$ cat config.mk
export PLATFORM = sky130hd
export DESIGN_NAME = regfile_write_ctrl
export DESIGN_NICKNAME = d
export VERILOG_FILES = /design/src/rtl/regfile_pkg.sv /design/src/rtl/regfile_wb_buffer.sv /design/src/rtl/regfile_write_ctrl.sv
export SDC_FILE = /design/constraint.sdc
export NUM_CORES = 1
export LEC_CHECK = 0
export CAP_MARGIN = 20
export CORE_ASPECT_RATIO = 1.25
export CORE_MARGIN = 4
export CORE_UTILIZATION = 31
export CTS_BUF_LIST = sky130_fd_sc_hd__clkbuf_8 sky130_fd_sc_hd__clkbuf_16
export DETAILED_ROUTE_END_ITERATION = 8
export PLACE_DENSITY = 0.62
export SYNTH_ARGS = -nofsm -noshare
export SYNTH_HDL_FRONTEND = slang
export SYNTH_SLANG_ARGS = --single-unit
$ cat constraint.sdc
create_clock -name clk -period 2.9 [get_ports clk]
set_input_delay 0.58 -clock clk [delete_from_list [all_inputs] [get_ports clk]]
set_output_delay 0.58 -clock clk [all_outputs]
set_load 0.02 [all_outputs]
$ cat src/rtl/regfile_pkg.sv
// -----------------------------------------------------------------------------
// regfile_pkg
// Shared definitions for the integer register-file write path: register
// address width, register count, the hardwired-zero address, the sweep
// bounds and the write-controller state encoding.
// -----------------------------------------------------------------------------
package regfile_pkg;

    localparam int REG_ADDR_W = 5;
    localparam int NUM_REGS   = 32;

    localparam logic [REG_ADDR_W-1:0] X0      = 5'd0;
    localparam logic [REG_ADDR_W-1:0] X_FIRST = 5'd1;
    localparam logic [REG_ADDR_W-1:0] X_LAST  = REG_ADDR_W'(NUM_REGS - 1);

    typedef enum logic [0:0] {
        ST_CLEAR = 1'b0,
        ST_RUN   = 1'b1
    } state_t;

    // A writeback only touches the file when it is valid and not aimed at x0.
    function automatic logic is_real_write(input logic we, input logic [REG_ADDR_W-1:0] rd);
        return we && (rd != X0);
    endfunction

endpackage

$ cat src/rtl/regfile_wb_buffer.sv
// -----------------------------------------------------------------------------
// regfile_wb_buffer
// One-entry holding buffer for a load writeback that could not use the write
// port yet. Tracks how long the entry has waited and raises stall_req once it
// has waited STARVE_LIMIT cycles.
//
// Ports:
//   clk, rst          clock, asynchronous active-low reset
//   load              capture load_rd/load_data (only asserted when empty)
//   load_rd/load_data load destination and data
//   drain             entry is being committed to the register file
//   squash            a younger ALU write to the same register kills the entry
//   buf_valid/rd/data buffered entry (rd/data zero when empty)
//   stall_req         entry has starved for STARVE_LIMIT cycles
// -----------------------------------------------------------------------------
module regfile_wb_buffer
    import regfile_pkg::*;
#(
    parameter int WIDTH        = 32,
    parameter int STARVE_LIMIT = 4
) (
    input  logic                  clk,
    input  logic                  rst,
    input  logic                  load,
    input  logic [REG_ADDR_W-1:0] load_rd,
    input  logic [WIDTH-1:0]      load_data,
    input  logic                  drain,
    input  logic                  squash,
    output logic                  buf_valid,
    output logic [REG_ADDR_W-1:0] buf_rd,
    output logic [WIDTH-1:0]      buf_data,
    output logic                  stall_req
);

    localparam int CW = $clog2(STARVE_LIMIT + 1);
    localparam logic [CW-1:0] LIMIT = CW'(STARVE_LIMIT);

    logic                  valid_r;
    logic [REG_ADDR_W-1:0] rd_r;
    logic [WIDTH-1:0]      data_r;
    logic [CW-1:0]         wait_cnt_r;

    // Buffer entry and saturating wait counter.
    always_ff @(posedge clk or negedge rst) begin
        if (!rst) begin
            valid_r    <= 1'b0;
            rd_r       <= X0;
            data_r     <= {WIDTH{1'b0}};
            wait_cnt_r <= {CW{1'b0}};
        end else if (load) begin
            valid_r    <= 1'b1;
            rd_r       <= load_rd;
            data_r     <= load_data;
            wait_cnt_r <= {CW{1'b0}};
        end else if (drain || squash) begin
            valid_r    <= 1'b0;
            rd_r       <= X0;
            data_r     <= {WIDTH{1'b0}};
            wait_cnt_r <= {CW{1'b0}};
        end else if (valid_r) begin
            // Entry stayed put this cycle: count the wait, holding at the limit.
            if (wait_cnt_r != LIMIT) begin
                wait_cnt_r <= wait_cnt_r + {{(CW-1){1'b0}}, 1'b1};
            end else begin
                wait_cnt_r <= wait_cnt_r;
            end
        end else begin
            wait_cnt_r <= {CW{1'b0}};
        end
    end

    assign buf_valid = valid_r;
    assign buf_rd    = rd_r;
    assign buf_data  = data_r;
    assign stall_req = valid_r && (wait_cnt_r >= LIMIT);

endmodule

$ cat src/rtl/regfile_write_ctrl.sv
// -----------------------------------------------------------------------------
// regfile_write_ctrl
// Owner of the register file's single write port. After reset it zeroes
// x1..x31 one per cycle (CLEAR), then in RUN gives the port to the ALU
// writeback first and to a buffered load writeback otherwise.
//
// Ports:
//   clk, rst                       clock, asynchronous active-low reset
//   alu_we/alu_rd/alu_data         in-order ALU writeback (no backpressure)
//   mem_valid/mem_rd/mem_data      load writeback, accepted when mem_ready
//   mem_ready                      load writeback accepted this cycle
//   rf_regWrite/rf_rd_addr/
//   rf_write_data                  register file write port
//   init_busy                      zeroing sweep in progress
//   pend_valid/pend_rd             buffered load write not yet committed
//   stall_req                      buffered load has starved; insert bubbles
// -----------------------------------------------------------------------------
module regfile_write_ctrl
    import regfile_pkg::*;
#(
    parameter int WIDTH          = 32,
    parameter int CLEAR_ON_RESET = 1,
    parameter int STARVE_LIMIT   = 4
) (
    input  logic                  clk,
    input  logic                  rst,
    input  logic                  alu_we,
    input  logic [REG_ADDR_W-1:0] alu_rd,
    input  logic [WIDTH-1:0]      alu_data,
    input  logic                  mem_valid,
    input  logic [REG_ADDR_W-1:0] mem_rd,
    input  logic [WIDTH-1:0]      mem_data,
    output logic                  mem_ready,
    output logic                  rf_regWrite,
    output logic [REG_ADDR_W-1:0] rf_rd_addr,
    output logic [WIDTH-1:0]      rf_write_data,
    output logic                  init_busy,
    output logic                  pend_valid,
    output logic [REG_ADDR_W-1:0] pend_rd,
    output logic                  stall_req
);

    state_t                state_r;
    logic [REG_ADDR_W-1:0] sweep_cnt_r;

    logic                  run_s;
    logic                  alu_wr_s;
    logic                  load_s;
    logic                  drain_s;
    logic                  squash_s;
    logic                  buf_valid_s;
    logic [REG_ADDR_W-1:0] buf_rd_s;
    logic [WIDTH-1:0]      buf_data_s;

    assign run_s     = (state_r == ST_RUN);
    assign alu_wr_s  = run_s && is_real_write(alu_we, alu_rd);
    assign mem_ready = run_s && !buf_valid_s;
    // A load to x0 still completes the handshake but is dropped here.
    assign load_s    = mem_valid && mem_ready && (mem_rd != X0);
    assign drain_s   = run_s && buf_valid_s && !alu_wr_s;
    // The ALU result is younger than the buffered load, so it wins the register.
    assign squash_s  = alu_wr_s && buf_valid_s && (alu_rd == buf_rd_s);

    // Sweep/run state machine and sweep address counter.
    always_ff @(posedge clk or negedge rst) begin
        if (!rst) begin
            state_r     <= (CLEAR_ON_RESET != 0) ? ST_CLEAR : ST_RUN;
            sweep_cnt_r <= X_FIRST;
        end else begin
            case (state_r)
                ST_CLEAR: begin
                    if (sweep_cnt_r == X_LAST) begin
                        state_r <= ST_RUN;
                    end else begin
                        sweep_cnt_r <= sweep_cnt_r + 5'd1;
                    end
                end
                ST_RUN: begin
                    state_r <= ST_RUN;
                end
                default: begin
                    state_r     <= ST_CLEAR;
                    sweep_cnt_r <= X_FIRST;
                end
            endcase
        end
    end

    // Write-port mux: sweep, else ALU, else buffered load, else idle zeros.
    always_comb begin
        rf_regWrite   = 1'b0;
        rf_rd_addr    = X0;
        rf_write_data = {WIDTH{1'b0}};
        case (state_r)
            ST_CLEAR: begin
                rf_regWrite   = 1'b1;
                rf_rd_addr    = sweep_cnt_r;
                rf_write_data = {WIDTH{1'b0}};
            end
            ST_RUN: begin
                if (alu_wr_s) begin
                    rf_regWrite   = 1'b1;
                    rf_rd_addr    = alu_rd;
                    rf_write_data = alu_data;
                end else if (buf_valid_s) begin
                    rf_regWrite   = 1'b1;
                    rf_rd_addr    = buf_rd_s;
                    rf_write_data = buf_data_s;
                end else begin
                    rf_regWrite   = 1'b0;
                    rf_rd_addr    = X0;
                    rf_write_data = {WIDTH{1'b0}};
                end
            end
            default: begin
                rf_regWrite   = 1'b0;
                rf_rd_addr    = X0;
                rf_write_data = {WIDTH{1'b0}};
            end
        endcase
    end

    regfile_wb_buffer #(
        .WIDTH        (WIDTH),
        .STARVE_LIMIT (STARVE_LIMIT)
    ) u_wb_buffer (
        .clk       (clk),
        .rst       (rst),
        .load      (load_s),
        .load_rd   (mem_rd),
        .load_data (mem_data),
        .drain     (drain_s),
        .squash    (squash_s),
        .buf_valid (buf_valid_s),
        .buf_rd    (buf_rd_s),
        .buf_data  (buf_data_s),
        .stall_req (stall_req)
    );

    assign init_busy  = (state_r == ST_CLEAR);
    assign pend_valid = buf_valid_s;
    assign pend_rd    = buf_valid_s ? buf_rd_s : X0;

endmodule

==> out/metrics.yaml <==
numCtsBuffers: 5
cp-start-kind: "input pin"
syn_area_sq_um: 2390
grt_max_degree: 35
required_ps: 2320
cap_violations: 0
rows: 35
core_area_sq_um: 7440
crit_family: "buffers and inverters"
synth.distinct_cells: 28
syn_avg_cell_area_sq_um: 11.4
antenna_found_initial: 0
synth-main-ff-cell: "dfrtp_1"
max-vdd-ir-drop_uv: 276
dp_cells: 425
cp_max_fo: 5
ys.warnings.count: 0
place_hpwl_um: 5510
fmax_mhz: 349
clk_path_buf_depth: 2
setup_ws_ps: 38.5
synth_top_area_share_pct: 48.2
synth-edff-count: 0
io_pins: 125
power_mw: 2.48
first_iter_violations: 90
ys_async_sr_fraction_pct: 100
globalplace.congestion: 0.805
clock_sinks: 47
worst_slew_pin_slew_ps: 552
ant_nets: 0
layout-drive-gt1-share_pct: 24.0
cts_root_buf: "clkbuf_8"
die_area_sq_um: 9170
post-synth-top-area-cell: "dfrtp_1"
worst-setup-path-type: "in2out"
io_buffers: 124
fin_crit_ps: 2860
grt_use_total_pct: 17.2
cts_tree: "yes"
place_ws_ps: -643
hp-class: "in2async"
cp_slowest_stage_delay_ps: 430
clock_skew_ps: 6.19
max_slew_margin_pct: 63.2
ys_top_cells_by_count: "a22o_1 (69), dfrtp_1 (46), nand2_1 (15)"
initial_utilization_pct: 32.1
clk_latency_ps: 300
finalNonFillerCells: 446
r2r_cells: 6
ys_seq_elements: 47
power_leakage_nw: 1.84
arrival_ps: 2280
timing.critical_path.buf_inv: 4
powerDensity_nw_per_um2: 601
gr-total-overflow: 0
end_kind: "output port"
hold_buffers: 0
yosysMostFrequentCell: "a22o_1"
dieWidth_um: 86.5
synthToLayoutAreaGrowth_pct: 73.2
finalHoldWorstSlack_ps: 256
grt_pass1_wl_um: 12500
firstDrtPassIters: 4
grt_pass1_vias: 2496
nets: 435
synth_fp_nets: 291
path_depth: 8
hold_viol: 0
critPathMostFrequentCell: "dlygate4sd2_1"
final.period_utilization_pct: 98.7
status: "finished clean"
report.final.setup_viol: 0
drc_errors: 0
synth_area_leaders: "dfrtp_1 (48%), a22o_1 (25%), nand2_1 (2.4%)"
wl_per_cell_um: 17.5
critPathSlowestCell: "or4_4"
yosysSeqAreaShare_pct: 49.3
vias: 2278
diodes: 0
slew_viol_final: 0
die_h_um: 106
cp_cell_sequence: "dlygate4sd2_1 > or4_4 > o21ai_4 > buf_12 > buf_4 > nand2_1 > a31oi_1 > dlygate4sd2_1"
wl_um: 7800
clk_pin_slew_worst_paths_ps: 90
cts_max_level: 2
synthCells: 209
viasPerCell: 5.11
metrics by stage:
step                TNS [ps]  cell area, sq um  utilization, %
floorplan                  0              2390               -
global placement      -21990              3800            51.1
detailed placement    -21960              3800            51.1
CTS                     -176              4130            55.4
global route           -8.06              4130            55.5
finish                     0              4130            55.5
final cells by class:
cell class,count,area [sq um]
Clock buffer,5,68.8
Clock inverter,3,71.3
Fill cell,703,3310
Inverter,4,15.0
Multi-Input combinational cell,140,1100
Sequential cell,47,1180
Tap cell,92,115
Timing Repair Buffer,155,1590
sequential cells by signal (all words and copies together) (netlist names):
signal / count
run_s: 1
sweep_cnt_r: 5
u_wb_buffer.buf_data: 32
u_wb_buffer.buf_rd: 5
u_wb_buffer.buf_valid: 1
u_wb_buffer.wait_cnt_r: 3
power by group:
| group | switching (mW) | leakage (nW) | total, mW | internal, mW |
|---|---|---|---|---|
| clock | 0.235 | 0.0703 | 0.585 | 0.350 |
| combinational | 0.453 | 1.19 | 0.979 | 0.526 |
| sequential | 0.109 | 0.577 | 0.921 | 0.812 |
| total | 0.796 | 1.84 | 2.48 | 1.69 |
timing repair:
action,4_1_cts,5_1_grt
cloned,6,0
endpoints found under the setup margin,38,22
buffers inserted,4,3
gates resized for setup,200,6
pin swaps,8,4
layout by cell type, fill, tap and decap left out, types with 2 or more instances in the layout:
cell,count
a21oi_1,4
a22o_1,69
a31oi_1,5
and2_1,7
and3_1,2
buf_12,4
buf_16,5
buf_2,16
buf_4,18
buf_6,22
buf_8,2
bufinv_16,2
clkbuf_8,5
clkdlybuf4s15_1,3
clkdlybuf4s50_1,81
dfrtp_1,46
dlygate4sd2_1,4
ha_1,4
inv_1,4
mux2_2,3
nand2_1,15
nor2_1,9
xnor2_1,5
xor2_1,4
kinds of logic after synthesis:
kind of cell,count (synthesis),share of synthesized area [%]
muxes,3,1.42
adders and majority gates,4,2.10
and+or+nand+nor,41,8.34
xor gates and xnor gates,9,3.30
DFF,47,49.3
AOI/OAI and AO/OA,83,30.3
buffers and inverters,22,5.24
path summary, 6_finish.rpt:
path / from / end / slack [ps]
worst max-delay path: alu_rd[4] / rf_rd_addr[4] / 40
max in group asynchronous: rst / u_wb_buffer.buf_data[15]$_DFFE_PN0P_ / 1920
worst min register to register: sweep_cnt_r[3]$_DFFE_PN0P_ / sweep_cnt_r[3]$_DFFE_PN0P_ / 510
worst max register to register: run_s$_DFF_PN0_ / u_wb_buffer.buf_valid$_DFFE_PN0P_ / 1050
worst min-delay path: rst / u_wb_buffer.buf_data[17]$_DFFE_PN0P_ / 260
min in group clk: sweep_cnt_r[3]$_DFFE_PN0P_ / sweep_cnt_r[3]$_DFFE_PN0P_ / 510
metal layers:
layer | routed length (um) | track usage [%]
met1 | 3080 | 20.4
met2 | 4140 | 30.4
met3 | 388 | 3.41
met4 | 181 | 6.01
met5 | 0 | 0
Note: power is estimated with default switching activity, not from simulation.
